$ cat config.mk
export PLATFORM = sky130hd
export DESIGN_NAME = led_pattern_gen
export DESIGN_NICKNAME = d
export VERILOG_FILES = /design/src/rtl/led_gen_pkg.sv /design/src/rtl/led_channel.sv /design/src/rtl/led_pattern_gen.sv
export SDC_FILE = /design/constraint.sdc
export NUM_CORES = 1
export LEC_CHECK = 0
export CAP_MARGIN = 20
export CORE_ASPECT_RATIO = 1.4
export CORE_MARGIN = 1.5
export CORE_UTILIZATION = 55
export CTS_CLUSTER_DIAMETER = 120
export CTS_CLUSTER_SIZE = 8
export DETAILED_ROUTE_END_ITERATION = 6
export GPL_TIMING_DRIVEN = 0
export MAX_ROUTING_LAYER = met4
export PLACE_DENSITY_LB_ADDON = 0.3
export SYNTH_ARGS = -nofsm -noshare
export SYNTH_HDL_FRONTEND = slang
export SYNTH_SLANG_ARGS = --single-unit
export TNS_END_PERCENT = 20
$ cat constraint.sdc
create_clock -name i_clk -period 10.6 [get_ports i_clk]
set_input_delay 2.12 -clock i_clk [delete_from_list [all_inputs] [get_ports i_clk]]
set_output_delay 2.12 -clock i_clk [all_outputs]
set_load 0.01 [all_outputs]
$ cat src/rtl/led_gen_pkg.sv
// Shared definitions for the LED pattern generator:
// pattern mode encodings and timebase helper functions.
package led_gen_pkg;

    typedef enum logic [1:0] {
        MODE_OFF   = 2'd0,
        MODE_ON    = 2'd1,
        MODE_BLINK = 2'd2,
        MODE_BURST = 2'd3
    } mode_e;

    function automatic int calc_div(input int clk_hz, input int tick_hz);
        return clk_hz / tick_hz;
    endfunction

    function automatic int clog2_min1(input int n);
        return (n > 1) ? $clog2(n) : 1;
    endfunction

endpackage

$ cat src/rtl/led_channel.sv
// One LED pattern channel: mode/half-period registers, phase timer, lit bit.
// Burst slot counter present only when LEDGEN_BURST_EN is defined.
module led_channel
    import led_gen_pkg::*;
#(
    parameter int PER_W        = 16,
`ifdef LEDGEN_BURST_EN
    parameter int BURST_LEN    = 3,
    parameter int GAP_HALVES   = 4,
`endif
    parameter int DEFAULT_HALF = 500
) (
    input  logic             i_clk,
    input  logic             i_reset,
    input  logic             i_tick,
    input  logic             i_wr,
    input  logic [1:0]       i_mode,
    input  logic [PER_W-1:0] i_half,
    output logic             o_lit,
    output logic             o_cycle
);

`ifdef LEDGEN_BURST_EN
    localparam int SLOT_N = 2 * BURST_LEN + GAP_HALVES;
    localparam int SLOT_W = clog2_min1(SLOT_N);

    logic [SLOT_W-1:0] slot_q;
    logic [SLOT_W-1:0] slot_d;
    logic [SLOT_W-1:0] slot_nx;
`endif

    mode_e            mode_q;
    mode_e            mode_d;
    logic [PER_W-1:0] half_q;
    logic [PER_W-1:0] half_d;
    logic [PER_W-1:0] phase_q;
    logic [PER_W-1:0] phase_d;
    logic             lit_q;
    logic             lit_d;
    logic             cycle_q;
    logic             cycle_d;
    logic [PER_W-1:0] half_eff;
    logic             wrap;

    always_comb begin
        half_eff = (half_q == '0) ? PER_W'(1) : half_q;
        wrap     = i_tick && (phase_q == half_eff - 1'b1);
        mode_d   = mode_q;
        half_d   = half_q;
        phase_d  = phase_q;
        lit_d    = lit_q;
        cycle_d  = 1'b0;
`ifdef LEDGEN_BURST_EN
        slot_d   = slot_q;
        slot_nx  = '0;
`endif
        if (i_wr) begin
            // A write restarts the pattern; the same-cycle tick is dropped.
            mode_d  = mode_e'(i_mode);
            half_d  = i_half;
            phase_d = '0;
            lit_d   = (mode_e'(i_mode) == MODE_ON);
`ifdef LEDGEN_BURST_EN
            slot_d  = '0;
`endif
        end else begin
            unique case (mode_q)
                MODE_OFF: begin
                    lit_d   = 1'b0;
                    phase_d = '0;
`ifdef LEDGEN_BURST_EN
                    slot_d  = '0;
`endif
                end
                MODE_ON: begin
                    lit_d   = 1'b1;
                    phase_d = '0;
`ifdef LEDGEN_BURST_EN
                    slot_d  = '0;
`endif
                end
`ifdef LEDGEN_BURST_EN
                MODE_BLINK: begin
                    if (i_tick) phase_d = wrap ? '0 : phase_q + 1'b1;
                    if (wrap) begin
                        lit_d   = ~lit_q;
                        cycle_d = ~lit_q;
                    end
                end
                MODE_BURST: begin
                    if (i_tick) phase_d = wrap ? '0 : phase_q + 1'b1;
                    if (wrap) begin
                        slot_nx = (slot_q == SLOT_W'(SLOT_N - 1)) ?
                                  '0 : slot_q + 1'b1;
                        slot_d  = slot_nx;
                        lit_d   = (32'(slot_nx) < 2 * BURST_LEN) &&
                                  !slot_nx[0];
                        cycle_d = (slot_nx == '0);
                    end
                end
`else
                MODE_BLINK, MODE_BURST: begin
                    if (i_tick) phase_d = wrap ? '0 : phase_q + 1'b1;
                    if (wrap) begin
                        lit_d   = ~lit_q;
                        cycle_d = ~lit_q;
                    end
                end
`endif
                default: begin
                    lit_d = 1'b0;
                end
            endcase
        end
    end

    always_ff @(posedge i_clk) begin
        if (i_reset) begin
            mode_q  <= MODE_OFF;
            half_q  <= PER_W'(DEFAULT_HALF);
            phase_q <= '0;
            lit_q   <= 1'b0;
            cycle_q <= 1'b0;
`ifdef LEDGEN_BURST_EN
            slot_q  <= '0;
`endif
        end else begin
            mode_q  <= mode_d;
            half_q  <= half_d;
            phase_q <= phase_d;
            lit_q   <= lit_d;
            cycle_q <= cycle_d;
`ifdef LEDGEN_BURST_EN
            slot_q  <= slot_d;
`endif
        end
    end

    assign o_lit   = lit_q;
    assign o_cycle = cycle_q;

endmodule

$ cat src/rtl/led_pattern_gen.sv
// Multi-channel LED pattern generator: shared prescaler, write decode, channels.
// Optional BURST mode enabled by defining LEDGEN_BURST_EN.
module led_pattern_gen
    import led_gen_pkg::*;
#(
    parameter int CLK_HZ       = 25_000_000,
    parameter int TICK_HZ      = 1_000,
    parameter int N_CH         = 4,
    parameter int PER_W        = 16,
    parameter int DEFAULT_HALF = 500,
    parameter int BURST_LEN    = 3,
    parameter int GAP_HALVES   = 4,
    parameter int ACTIVE_LOW   = 1
) (
    input  logic                                     i_clk,
    input  logic                                     i_reset,
    input  logic                                     i_cfg_wr,
    input  logic [((N_CH > 1) ? $clog2(N_CH) : 1)-1:0] i_cfg_ch,
    input  logic [1:0]                               i_cfg_mode,
    input  logic [PER_W-1:0]                         i_cfg_half,
    output logic [N_CH-1:0]                          o_led,
    output logic [N_CH-1:0]                          o_cycle,
    output logic                                     o_tick
);

    localparam int DIV   = calc_div(CLK_HZ, TICK_HZ);
    localparam int CNT_W = clog2_min1(DIV);

    if (DIV < 2 || N_CH < 1 || N_CH > 8 ||
        BURST_LEN < 1 || GAP_HALVES < 0) begin : g_bad_cfg
        $error("led_pattern_gen: illegal parameter set");
    end

    logic [CNT_W-1:0] cnt_q;
    logic [CNT_W-1:0] cnt_d;
    logic             tick;
    logic             ch_ok;
    logic [N_CH-1:0]  wr_ch;
    logic [N_CH-1:0]  lit;
    logic [N_CH-1:0]  cyc;

    always_comb begin
        tick  = (cnt_q == CNT_W'(DIV - 1));
        cnt_d = tick ? '0 : cnt_q + 1'b1;
    end

    always_ff @(posedge i_clk) begin
        if (i_reset) cnt_q <= '0;
        else         cnt_q <= cnt_d;
    end

    // Out-of-range channel numbers match no channel and are dropped.
    always_comb begin
        ch_ok = (32'(i_cfg_ch) < 32'(N_CH));
        wr_ch = '0;
        for (int i = 0; i < N_CH; i++) begin
            if (i_cfg_wr && ch_ok && (32'(i_cfg_ch) == 32'(i)))
                wr_ch[i] = 1'b1;
        end
    end

    for (genvar g = 0; g < N_CH; g++) begin : g_ch
        led_channel #(
            .PER_W       (PER_W),
`ifdef LEDGEN_BURST_EN
            .BURST_LEN   (BURST_LEN),
            .GAP_HALVES  (GAP_HALVES),
`endif
            .DEFAULT_HALF(DEFAULT_HALF)
        ) u_ch (
            .i_clk  (i_clk),
            .i_reset(i_reset),
            .i_tick (tick),
            .i_wr   (wr_ch[g]),
            .i_mode (i_cfg_mode),
            .i_half (i_cfg_half),
            .o_lit  (lit[g]),
            .o_cycle(cyc[g])
        );
    end

    assign o_led   = (ACTIVE_LOW != 0) ? ~lit : lit;
    assign o_cycle = cyc;
    assign o_tick  = tick;

endmodule
==> flow_results.org, run 1 <==
** Cells and area
- The repair_antennas step left the layout with diodes totalling 0.
- Post-layout nets :: 1267
- Relative area change from synthesis to final layout :: 12.2%
- In the final layout, the share of cells above drive strength 1 is 5.45%.

** Yosys
- Summed over its instances, the top area cell type makes up 35.2% of the synthesized netlist area.
- For this run, the leading register cell type out of synthesis is sky130_fd_sc_hd__dfxtp_1.
- Summing every instance area after synthesis gives 9050 um2.
- Net count of the mapped netlist :: 1218
- After synthesis, the share of cell area in mux cells is 0.926%.
- Avg Inst Size Synth :: 7.63 um2
- Counting flops with an async set or reset pin after synthesis yields a share of 0%.
- sky130_fd_sc_hd__dfxtp_1 takes more of the synthesized area than any other cell.
- Counting instances in the post-synthesis netlist gives the leading cell types as 212 x sky130_fd_sc_hd__nand2_1, 159 x sky130_fd_sc_hd__dfxtp_1, 108 x sky130_fd_sc_hd__nor2_1.
- Count of synthesis-stage warnings from yosys :: 0
- After synthesis, the largest family of logic cells by area is simple AND/OR/NAND/NOR gates.
- Most used standard cell by instance count after synthesis :: sky130_fd_sc_hd__nand2_1
- Summing the areas of all compound-gate instances in the mapped netlist gives 13.5% of the synthesized area.
- Synth Register Bits :: 159
- Of the total synthesized cell area, the portion taken by full adders, half adders and majority gates is 1.24%.
- In this run, synthesis inferred 0 flip-flops with an integrated enable.
- Synthesis produced 1186 cells.
- Top post-synthesis cells by area :: sky130_fd_sc_hd__dfxtp_1 35%, sky130_fd_sc_hd__nand2_1 8.8%, sky130_fd_sc_hd__xnor2_1 5.8%
- Number of distinct library cells after synthesis :: 74
- Post-synthesis share of cell area spent on xor and xnor gates :: 11.5%
- Part of the Yosys area used for sequential elements :: 35.2%
- After Yosys synthesis, and, or, nand and nor cells account for 33.5% of the synthesized area.

** Critical path
- Worst-case reg-to-reg path depth :: 15
- CP peak stage delay :: 0.67 ns
- The worst register-to-register path has a setup slack of 6.61 ns.
- For the worst setup path, the data required time is 8.48 ns.
- The startpoint identified for the worst register-to-register timing path is g_ch[3].u_ch.half_q[0].
- Together, buffers and inverters on the worst path number 3.
- For this design, the slowest cell found on the critical path is sky130_fd_sc_hd__clkdlybuf4s50_1.
- Ordered cell list for the critical path :: nor4bb_1 > nand4_1 > inv_1 > clkbuf_1 > clkdlybuf4s50_1
- On the critical path the largest part of the delay comes from buffers and inverters.
- The setup path with the least slack is of type register to output pin.
- Crit path launch type :: register
- Terminus of the critical flop-to-flop path :: g_ch[3].u_ch.phase_q[6]
- Of all nets on the critical path, the largest fanout is 10.
- The worst setup path is captured at an output pin.
- CP arrival :: 3.47 ns

** Power
- Power spread over the standard cell area amounts to 129 nW/um2.
- Final total power :: 1310 uW
- Pleak :: 0.00350 uW
- Max VDD drop :: 0.105 mV

** Global routing
- Entering global routing, the biggest net connects 17 pins.
- The via count of the first global-routing pass was 8010.
- The number of antenna violations at the first check in global routing came to 0.
- Total global routing track utilization :: 28.3%
- Global routing finished with a remaining overflow of 0.
- First-pass GRT wire length :: 38400 um

** Place
- Routability-driven placement finished with a final weighted congestion of 0.938.
- HPWL reported at the end of detailed placement :: 17100 um
- Port buffering added 30 buffers.

** Route
- Total number of vias :: 8611
- DRC violation count after routing :: 0
- Dividing the detail-routed wire length by the instance count gives 16.2 um.
- Final Routed Wirelength :: 23400 um
- Number of search-and-repair iterations in the first detailed-routing pass :: 5
- Post-detailed-route via-to-cell ratio :: 5.95
- Remaining antenna violation count after routing :: 0
- Drt first-iter violations :: 564

** Timing
- The clock arrives with 0.0108 ns of skew.
- Count of endpoints failing setup in the final report :: 0
- For this run, the top clock speed supported by timing is 179 MHz.
- Final hold vios :: 0
- After layout, the worst path uses 52.8% of the clock period.
- For the final routed database, the setup TNS stands at 0 ns.
- RSZ-0062 raised after global routing :: false
- For the pin with the worst max-slew slack, the measured transition is 0.746 ns.
- Number of max-slew violations in the final report :: 0
- Minimum clock period after layout :: 5.59 ns
- In this run the tightest slew margin relative to its limit is 50.2%.

** Clock tree
- Hold-fix buffers, CTS :: 0
- The clock reaches the later pin of the worst-skew pair after 0.44 ns.
- TritonCTS built the clock tree.
- Clock-pin slew was measured on the worst setup and hold paths at 0.06 ns.
- In this run the clock root is driven by a sky130_fd_sc_hd__clkbuf_16.
- Post-CTS timing repair inserted 0 buffers for setup.
- Inserted Clock Buffers :: 17
- Maximum root-to-sink buffer count :: 2
- Number of H-tree levels :: 4
- Clock tree synthesis found a total of 159 sinks.
- Post-CTS repair changed the size of 0 cells.

** Run
- Across the run, the number of max-cap violations was 0.

** Min path
- The worst hold path belongs to the class register to register.
- Counting instances, the worst hold path has a depth of 1.
- In this run the most critical hold path is launched from g_ch[2].u_ch.o_lit.
- The worst hold path terminates at g_ch[2].u_ch.o_cycle.

** Floorplan
- Die X :: 111 um
- IO Pins :: 32
- The initialized floorplan defines 55 standard-cell rows.
- Placeable core region :: 16100 um2
- Initial cell density of the core :: 56.2%
- DIE AREA :: 17200 um2
- From bottom edge to top edge, the die measures 155 um.

** Outcome
- Status :: finished, final reports clean
-- worst reg2reg max path, delay by kind of cell (launching register included) --
family,cells,cell delay (ns)
compound gates,1,0.15
fa+ha+maj,1,0.27
simple gates,9,2.05
flops,1,0.37
mux,1,0.27
buf+inv,3,0.77
-- through the flow --
stage	hold slack [ns]	utilization (%)	cells	worst slack (ns)	instance area (um2)
finish	0.424	63.1	1447	5.01	10200
global route	0.453	63.1	1447	4.84	10200
CTS	0.421	63.1	1447	4.99	10200
detailed placement	0.413	59.6	1415	5.45	9600
global placement	0.413	59.6	1415	5.46	9600
floorplan	0.401	-	1186	6.74	9050
-- cells by family (layout without fill, tap and decap cells) --
| logic type | after synthesis | count (layout) |
|---|---|---|
| and+or+nand+nor | 612 | 612 |
| AOI/OAI and AO/OA | 188 | 188 |
| DFF | 159 | 159 |
| xor gates and xnor gates | 119 | 119 |
| buffers and inverters | 91 | 153 |
| adders and majority gates | 9 | 9 |
| muxes | 8 | 8 |
-- where the power goes --
part	total [uW]	internal [uW]	leakage, uW	switching (uW)
Clock	579	330	0.000269	249
Sequential	626	610	0.00129	15.6
Combinational	105	41.0	0.00194	63.8
-- final cells by class --
type	count	area [um2]
Buffer	69	293
Clock buffer	24	502
Clock inverter	8	55.1
Fill cell	1494	5950
Inverter	22	82.6
Multi-Input combinational cell	936	5490
Sequential cell	159	3180
Tap cell	199	249
Timing Repair Buffer	30	300
-- worst max-delay path by stage --
| stage | from | end | slack, ns | cells past startpoint |
|---|---|---|---|---|
| after floorplan | i_cfg_ch[0] | g_ch[0].u_ch.phase_q[10] | 6.74 | 10 |
| after global placement | cnt_q[0] | o_tick | 5.46 | 6 |
| after CTS | cnt_q[0] | o_tick | 4.99 | 6 |
| after global routing | cnt_q[0] | o_tick | 4.84 | 6 |
| after detailed placement | cnt_q[0] | o_tick | 5.45 | 6 |
| final | cnt_q[14] | o_tick | 5.01 | 5 |
-- placed cells by master, fill, tap and decap left out, drive strengths merged, types with 6 or more instances in the layout --
master         instances
nand2                212
dfxtp                159
nor2                 109
a21oi                 82
nand3                 78
clkbuf                78
xnor2                 60
xor2                  59
nor3                  35
clkdlybuf4s50         30
nand4                 29
and3                  27
or3                   26
inv                   23
nor4                  21
or4                   16
buf                   15
o21ai                 14
a21o                  13
a31oi                 12
nor3b                 11
o211ai                10
ha                     9
nand3b                 8
a211oi                 8
and2                   7
or2                    6
-- sequential cells by signal, indices dropped and copies added, names as in the netlist --
register and flops:
cnt_q 15, g_ch.u_ch.half_q 64, g_ch.u_ch.mode_q 8, g_ch.u_ch.o_cycle 4, g_ch.u_ch.o_lit 4, g_ch.u_ch.phase_q 64
-- layer usage --
| metal | GRT usage, % | up-vias | wire length [um] |
|---|---|---|---|
| met3 | 5.05 | 60 | 1290 |
| met2 | 48.7 | 255 | 11800 |
| met1 | 32.7 | 4023 | 9580 |
| li1 | - | 4273 | - |
| met5 | - | - | 0 |
| met4 | 11.3 | 0 | 701 |
Power figures use the tool's default switching activity.
==> run 2: changes to the inputs <==
Clock period 10.6 ns to 5.7 ns, I/O delays scaled along.
==> results of run 2 <==
The final DEF is identical to that of run 1. Status: finished, final reports clean.
Among the figures that moved: setup slack after placement 5.45 ns -> 1.53 ns; setup slack after layout 5.01 ns -> 1.09 ns; register-to-register setup slack 6.61 ns -> 1.71 ns; total power 1310 uW -> 2440 uW; worst IR drop on VDD 0.105 mV -> 0.196 mV
==> run 3: changes to the inputs <==
Clock period 5.7 ns to 3.8 ns, I/O delays scaled along.
==> flow_results.org, run 3 (synthesis gave the netlist of run 1 again) <==
** Global routing
- Entering global routing, the biggest net connects 17 pins.
- Via count of the first global-routing pass :: 8041
- Total gr overflow :: 0
- Initial antenna violation count :: 0
- First-pass GRT wire length :: 38200 um
- For this run, the total global-route usage over all layers was measured as 28.1%.

** Timing
- Setup violations remaining at the end of the flow were counted as 0.
- Fmax achieved :: 266 MHz
- The final-report hold violation count is 0.
- Max-slew headroom :: 51.6%
- The worst path uses 99.0% of the clock period.
- For the final database, setup skew stands at 0.00892 ns.
- For the pin with the worst max-slew slack, the measured transition is 0.724 ns.
- Subtracting the final worst setup slack from the clock period gives 3.76 ns.
- Number of max-slew violations in the final report :: 0
- The worst path meets setup with 0.0381 ns of slack.
- Setup repair after global routing could not meet its margin everywhere.

** Power
- The worst-case IR drop observed on VDD is 0.290 mV.
- For this design the total switching power over the nets is 921 uW.
- Share of power burned in combinational logic :: 8.2%
- Power Internal :: 2740 uW
- Final total power :: 3660 uW
- Dividing total power by cell area gives a power density of 354 nW/um2.
- Pleak :: 0.00359 uW
- The share of total power dissipated in sequential elements is 47.7%.
- Switching Share :: 25.1%
- Of the total power, the clock network draws 44.1%.

** Route
- Final Routed Wirelength :: 23600 um
- After detailed routing, the average wire length per cell comes to 16.2 um.
- Using the TritonRoute via totals, the vias-per-cell ratio works out to 6.00.
- Drt first-iter violations :: 519
- Number of search-and-repair iterations in the first detailed-routing pass :: 5
- Total number of vias :: 8717
- For this run, design rule violations remaining after detail routing come to 0.
- Once detail routing completed, the nets flagged for antenna violations numbered 0.

** Clock tree
- The root buffer cell chosen for the clock tree is sky130_fd_sc_hd__clkbuf_16.
- Clock tree from TritonCTS :: done
- Inserted Clock Buffers :: 17
- Clock-pin slew of the registers on the worst-case setup and hold paths :: 0.06 ns
- Clock insertion delay at the later pin of the skew report :: 0.43 ns
- Number of H-tree levels :: 4
- Maximum root-to-sink buffer count :: 2
- For this design, the sink count on the clock tree is 159.
- For this design, the CTS-stage hold fixing added 0 buffers.

** Floorplan
- In this run the horizontal extent of the chip is 111 um.
- The floorplan has 55 rows.
- The die covers 17200 um2.
- Placeable core region :: 16100 um2
- Once the floorplan was initialized, standard cells occupied 56.2% of the core.
- 32 I/O pins were placed.
- From bottom edge to top edge, the die measures 155 um.

** Cells and area
- At the end of the flow, the number of nets in the layout was 1274.
- The library cells used most frequently in the layout, excluding fill and tap cells, are 211 x sky130_fd_sc_hd__nand2_1, 159 x sky130_fd_sc_hd__dfxtp_1, 108 x sky130_fd_sc_hd__nor2_1.
- In the final layout, the registers with the most flip-flops are g_ch.u_ch.half_q (64), g_ch.u_ch.phase_q (64), cnt_q (15).
- The finished cells cover 10300 um2.
- Of the cells placed in the final design, the portion with a size suffix greater than 1 is 7.25%.
- Leaving out fill and tap cells, the most frequent cell in the layout is sky130_fd_sc_hd__nand2_1.
- Count of filler cells inserted in the layout :: 1460
- 0 antenna diodes ended up in the layout.
- Compared with the post-synthesis result, the final layout area differs by 14.3%.

** Place
- The HPWL after detailed placement is 17100 um.
- Worst slack at placement :: -0.156 ns
- Placed Area :: 9600 um2
- Placer congestion estimate :: 0.938
- Buffers on Ports :: 30

** Min path
- The path class of the tightest hold or removal check is register to register.

** Critical path
- Worst Path Class, Setup :: register to register
- Peak fanout along the critical path :: 10
- Data on the critical path arrives at its endpoint at 4.10 ns.
- The worst setup path is launched from a register.
- The worst setup path is captured at a register.
- Data required time at the worst endpoint :: 4.14 ns

** Outcome
- The flow ran to the end, and the final reports show no timing, DRC or antenna violations.

** Run
- Max-cap violations in this run came to 0.
## run 3: cell types whose count changed in the layout (fill, tap and decap cells not counted), sizes merged
cell / change
clkinvlp: +1
buf: +9
clkbuf: -2
inv: -1
## run 3: power by group through the flow
| stage | logic [uW] | clock network (uW) | registers [uW] |
|---|---|---|---|
| floorplan | 195 | 0 | 1770 |
| global placement | 281 | 0 | 1780 |
| detailed placement | 286 | 0 | 1780 |
| CTS | 288 | 1640 | 1740 |
| global route | 331 | 1700 | 1750 |
| finish | 301 | 1610 | 1750 |
## run 3: per-layer routing
layer	up-vias	routed length, um	global-route usage (%)
li1	4287	-	-
met1	4083	9690	32.4
met2	277	11600	48.1
met3	70	1360	4.39
met4	0	921	12.8
met5	-	0	-
## run 3: worst paths after layout
| kind | from | to | slack, ns | cells after the start |
|---|---|---|---|---|
| max | g_ch[2].u_ch.half_q[2] | g_ch[2].u_ch.o_lit | 0.04 | 13 |
| min | g_ch[2].u_ch.o_lit | g_ch[2].u_ch.o_cycle | 0.42 | 1 |
| max reg2reg | g_ch[2].u_ch.half_q[2] | g_ch[2].u_ch.o_lit | 0.04 | 13 |
| min reg2reg | g_ch[2].u_ch.o_lit | g_ch[2].u_ch.o_cycle | 0.42 | 1 |
## run 3: per-stage QoR
stage | hold WS [ns] | util, % | TNS (ns) | cells
2_1_floorplan | 0.401 | - | 0 | 1186
3_3_place_gp | 0.413 | 59.6 | -0.951 | 1415
3_5_place_dp | 0.413 | 59.6 | -1.61 | 1415
4_1_cts | 0.421 | 63.1 | -0.238 | 1445
5_1_grt | 0.447 | 64.3 | -0.457 | 1454
6_report | 0.419 | 64.3 | 0 | 1454
## run 3: area by class of cell
type                            count  area, um2  area share [%]
Tap cell                          199        249            2.41
Clock buffer                       24        502            4.85
Buffer                             67        292            2.82
Clock inverter                      8       55.1           0.532
Timing Repair Buffer               39        368            3.56
Sequential cell                   159       3180            30.8
Inverter                           22       86.3           0.834
Multi-Input combinational cell    936       5610            54.2
## run 3: timing repair
| item | CTS | global route |
|---|---|---|
| setup buffers | 0 | 9 |
| gates resized for setup | 2 | 25 |
| setup endpoints to repair | 23 | 58 |
| endpoints found under the hold margin | 0 | 0 |
| pin swaps | 0 | 8 |
## run 3: worst max-delay path: stages, from the launching register on
cell and delay (ns):
sky130_fd_sc_hd__dfxtp_1 0.29, sky130_fd_sc_hd__buf_2 0.18, sky130_fd_sc_hd__or4_4 0.59, sky130_fd_sc_hd__nor4_4 0.34, sky130_fd_sc_hd__a31oi_1 0.14, sky130_fd_sc_hd__ha_1 0.33
sky130_fd_sc_hd__xor2_1 0.17, sky130_fd_sc_hd__nand2_1 0.12, sky130_fd_sc_hd__nor4b_2 0.27, sky130_fd_sc_hd__nand4_1 0.20, sky130_fd_sc_hd__a2111oi_4 0.37, sky130_fd_sc_hd__o2111ai_4 0.25
sky130_fd_sc_hd__xnor2_2 0.21, sky130_fd_sc_hd__a311oi_2 0.21
==> RTL change 1: new RTL, flow settings as in run 2 <==
The parameter `CLK_HZ` goes from 25_000_000 to 12_500_000.
--- a/src/rtl/led_pattern_gen.sv
+++ b/src/rtl/led_pattern_gen.sv
@@ -3,7 +3,7 @@
 module led_pattern_gen
     import led_gen_pkg::*;
 #(
-    parameter int CLK_HZ       = 25_000_000,
+    parameter int CLK_HZ       = 12_500_000,
     parameter int TICK_HZ      = 1_000,
     parameter int N_CH         = 4,
     parameter int PER_W        = 16,
Behaviour: no difference found for any inputs over 10 cycles, from zero or initial values and one cycle with i_reset high; that may be too few to reach the edited logic, so the function may still have changed.
==> RTL change 1 against run 2 <==
- synthesized area down 2.0%
- clock skew down 2.2 ps
- setup slack worse by 440 ps
- clock power up 6%
- wire length down 4.2%
- power up 2.1%
- die area down 2.0%
- synthesized cell count down 2.3%
- global-route usage up 0.11 points
- final area down 1.6%
- sequential cell count down 1
- largest cell class unchanged
==> RTL change 1: results (changes against run 2) <==
metric,value,unit,change
vias per inst,5.78,,was 5.95
placed insts,1384,,was 1415
"Seq/Total Area, Yosys",0.357,,was 0.352
Iteration-0 DRC Markers,631,,was 564
area share of the largest cell type after synthesis,0.357,,was 0.352
synth cell count leaders,"nand2_1 (207), dfxtp_1 (158), nor2_1 (108), a21oi_1 (80), xnor2_1 (65)",,"was nand2_1 (212), dfxtp_1 (159), nor2_1 (108), a21oi_1 (82), nand3_1 (78)"
Lkg Pwr,3.36,nW,was 3.50 nW
Tot GR Track Use,0.284,,was 0.283
worst slew pin tran,860,ps,was 746 ps
R2R Path Start,g_ch[3].u_ch.half_q[4],,was g_ch[3].u_ch.half_q[0]
crit path DAT,3910,ps,was 3470 ps
synth top area cells,"dfxtp_1 (36%), nand2_1 (8.8%), xnor2_1 (6.4%), xor2_1 (5.4%), nor2_1 (4.6%)",,"was dfxtp_1 (35%), nand2_1 (8.8%), xnor2_1 (5.8%), xor2_1 (5.7%), a21oi_1 (4.5%)"
Largest regs,"g_ch.u_ch.half_q (64), g_ch.u_ch.phase_q (64), cnt_q (14)",,"was g_ch.u_ch.half_q (64), g_ch.u_ch.phase_q (64), cnt_q (15)"
met1 usage,0.329,,was 0.327
run status,"finished, final reports clean",,unchanged
Reg2Reg Setup Slack,1490,ps,was 1710 ps
Synth Instances,1159,,was 1186
first-pass GRT wire length,36800,um,was 38400 um
GR Layer Usage met3,0.0512,,was 0.0505
Yosys cell types,73,,was 74
Buffers on Ports,29,,was 30
met2 Usage GRT,0.472,,was 0.487
clock skew,8.64,ps,was 10.8 ps
layout cells sized above 1,0.0500,,was 0.0545
Reg2Reg Depth,16,,was 15
vias in the first global route,7704,,was 8010
RePlAce Congestion,0.961,,was 0.938
r2r endpoint,g_ch[3].u_ch.phase_q[7],,was g_ch[3].u_ch.phase_q[6]
worst vdd ir,0.212,mV,was 0.196 mV
"non-filler cells, final",1416,,was 1447
number of synthesis warnings,0,,unchanged
CP startpoint,cnt_q[2],,was cnt_q[14]
Post-DP HPWL,16500,um,was 17100 um
total CTS buffers,17,,unchanged
hold path start,g_ch[0].u_ch.o_lit,,was g_ch[2].u_ch.o_lit
-- RTL change 1: cell count changes in the layout (fill, tap and decap cells not counted), moves of 7 or more --
cell      change
nand3b_1     +21
o21ai_1       +9
nand4_1      -14
and2_1        +9
or3_1        -13
nand3_1      -30
a31oi_1       +8
a21o_1       -11
o211ai_1      -7
and3_1        -9
-- RTL change 1: critical path, delay by kind of cell (launching register included) --
kind                   cells  cell delay, ps
buffers and inverters      3            1790
DFF                        1             340
and+or+nand+nor            3            1350
-- RTL change 1: stage by stage --
stage / worst slack [ps] / area (um^2) / hold WS [ps]
floorplan: 2190 / 8870 / 401
global placement: 1200 / 9410 / 414
detailed placement: 1120 / 9410 / 420
CTS: 653 / 10000 / 429
global route: 519 / 10000 / 446
finish: 647 / 10000 / 426
-- RTL change 1: cells by family (layout without fill, tap and decap cells) --
family	count (synthesis)	after routing	synth area share
compound gates	181	181	0.125
flops	158	158	0.357
buf+inv	105	166	0.0484
xor+xnor	121	121	0.121
simple gates	577	577	0.327
mux	8	8	0.00917
fa+ha+maj	9	9	0.0127
-- RTL change 1: worst max path at each step --
| stage | to | slack (ps) | cells after the start |
|---|---|---|---|
| 2_1_floorplan | g_ch[1].u_ch.phase_q[14] | 2190 | 14 |
| 3_3_place_gp | o_tick | 1200 | 6 |
| 3_5_place_dp | o_tick | 1120 | 6 |
| 4_1_cts | o_tick | 650 | 6 |
| 5_1_grt | o_tick | 520 | 6 |
| 6_report | o_tick | 650 | 6 |
-- RTL change 1: power groups by stage --
| stage | combinational, mW | clock [mW] | sequential (mW) |
|---|---|---|---|
| floorplan | 0.130 | 0 | 1.17 |
| global placement | 0.185 | 0 | 1.18 |
| detailed placement | 0.189 | 0 | 1.18 |
| CTS | 0.190 | 1.16 | 1.15 |
| global route | 0.211 | 1.21 | 1.15 |
| finish | 0.192 | 1.14 | 1.15 |
-- RTL change 1: cell type report --
class	count	area [um^2]
buffer	77	324
inverter	28	105
fill	1447	5680
clock inverter	15	165
sequential	158	3160
clock buffer	17	425
multi-input combinational	896	5280
timing repair buffer	29	290
tap	196	245
-- RTL change 1: per-layer routing --
| layer | share of wire | up-vias | routed length, um |
|---|---|---|---|
| met2 | 0.50 | 241 | 11200 |
| met4 | 0.042 | 0 | 948 |
| met1 | 0.41 | 3775 | 9210 |
| li1 | - | 4095 | - |
| met3 | 0.045 | 71 | 1010 |
| met5 | 0 | - | 0 |
==> RTL change 2: new RTL, settings of run 2 <==
Made on the original files. Reset style: asynchronous (`i_reset`), changed in 2 clocked blocks.
--- a/src/rtl/led_channel.sv
+++ b/src/rtl/led_channel.sv
@@ -114,7 +114,7 @@
         end
     end
 
-    always_ff @(posedge i_clk) begin
+    always_ff @(posedge i_clk or posedge i_reset) begin
         if (i_reset) begin
             mode_q  <= MODE_OFF;
             half_q  <= PER_W'(DEFAULT_HALF);
--- a/src/rtl/led_pattern_gen.sv
+++ b/src/rtl/led_pattern_gen.sv
@@ -44,7 +44,7 @@
         cnt_d = tick ? '0 : cnt_q + 1'b1;
     end
 
-    always_ff @(posedge i_clk) begin
+    always_ff @(posedge i_clk or posedge i_reset) begin
         if (i_reset) cnt_q <= '0;
         else         cnt_q <= cnt_d;
     end
Function: differs if i_reset is asserted again (counterexample within 4 cycles, from zero or initial values and one cycle with i_reset high); with i_reset held inactive, the same outputs for 10 cycles.
==> RTL change 2 against run 2 <==
- global-route usage shrank 0.80 points
- non-clock buffer count is 19 lower
- synthesized area up 3.8%
- clock skew fell by 3.3 ps
- critical path depth grew 2
- final area is 4.5% higher
- setup slack worse by 610 ps
- wire length down 3.0%
- sequential cell count stayed put
- count of clock-buffer cells in the layout fell by 5
- register-to-register slack worse by 680 ps
- critical path type unchanged
Power is not compared: it rests on default switching activity, and its combinational part moved more than twofold at a synthesized area within 25%.
==> RTL change 2: results (changes against run 2) <==
metric,value,unit,change
via count,7383,,was 8611
vias in the first global route,7290,,was 8010
Hold Crit Depth,1,,unchanged
Tot GR Track Use,0.275,,was 0.283
hold-critical path endpoint,g_ch[0].u_ch.o_cycle,,was g_ch[2].u_ch.o_cycle
hold path start,g_ch[0].u_ch.o_lit,,was g_ch[2].u_ch.o_lit
synth top area cells,"dfrtp_1 (36%), mux2_2 (8.3%), dfstp_2 (6.7%), xor2_1 (6.7%), xnor2_1 (6.4%)",,"was dfxtp_1 (35%), nand2_1 (8.8%), xnor2_1 (5.8%), xor2_1 (5.7%), a21oi_1 (4.5%)"
RePlAce Congestion,0.899,,was 0.938
adder and majority gate portion of the synthesized area,0.0120,,was 0.0124
"Seq/Total Area, Yosys",0.427,,was 0.352
synth cell count leaders,"dfrtp_1 (135), nor2_1 (111), xor2_1 (72), mux2_2 (69), xnor2_1 (69)",,"was nand2_1 (212), dfxtp_1 (159), nor2_1 (108), a21oi_1 (82), nand3_1 (78)"
r2r endpoint,g_ch[0].u_ch.phase_q[2],,was g_ch[3].u_ch.phase_q[6]
footprint of the multi-input gates,5090,um^2,was 5490 um^2
Buffers on Ports,31,,was 30
per-cell routed wire length,18.4,um,was 16.2 um
inverters,21,,was 22
Seq. cell area,4010,um^2,was 3180 um^2
Total Wirelength,22700,um,was 23400 um
signal buffers share of area,0.0526,,was 0.0584
DIE WIDTH,113,um,was 111 um
crit path DAT,4080,ps,was 3470 ps
multi-input gate count,741,,was 936
R2R Path Start,g_ch[0].u_ch.half_q[4],,was g_ch[3].u_ch.half_q[0]
Placed Instance Area,10000,um^2,was 9600 um^2
layout cells sized above 1,0.145,,was 0.0545
post-synthesis mux area share,0.0923,,was 0.00926
worst hold slack,434,ps,was 424 ps
clock skew,7.52,ps,was 10.8 ps
largest net degree at the start of global routing,99,,was 17
Clock transition at path regs,60,ps,about the same
clock buf count,19,,was 24
filler cell count,1359,,was 1494
Compound-Gate Fraction of Synth Area,0.0805,,was 0.135
fmax,0.191,GHz,was 0.217 GHz
XOR/XNOR share of the synthesized area,0.131,,was 0.115
non-clock buffer count,80,,was 99
Nets,1052,,was 1267
placed insts,1204,,was 1415
Iteration-0 DRC Markers,517,,was 564
Reg2Reg Setup Slack,1030,ps,was 1710 ps
CP peak stage delay,690,ps,was 670 ps
run status,"finished, final reports clean",,unchanged
CP startpoint,cnt_q[6],,was cnt_q[14]
Placement Setup Slack,904,ps,was 1530 ps
==> RTL change 2: cell types whose count changed after synthesis, sizes merged, moves of 20 or more <==
cell / run 2 / this run
a21oi: 82 / 27
clkbuf: 54 / 31
dfrtp: 0 / 135
dfstp: 0 / 24
dfxtp: 159 / 0
mux2: 3 / 69
nand2: 212 / 66
nand3: 78 / 50
or3: 26 / 6
==> RTL change 2: through the flow <==
stage,util,TNS (ps)
6_report,0.634,0
5_1_grt,0.634,0
4_1_cts,0.634,0
3_5_place_dp,0.598,0
3_3_place_gp,0.595,-242280
2_1_floorplan,-,0
==> RTL change 2: per-layer routing <==
layer	global-route usage	up-vias	part of all wire
li1	-	3566	-
met1	0.324	3628	0.42
met2	0.466	137	0.51
met3	0.0509	52	0.036
met4	0.111	0	0.035
met5	-	-	0
==> RTL change 2: power by group <==
group	switching [mW]	leakage (nW)	internal [mW]
Combinational	0.339	1.85	0.278
Sequential	0.129	2.02	1.26
Clock	0.469	0.290	0.701
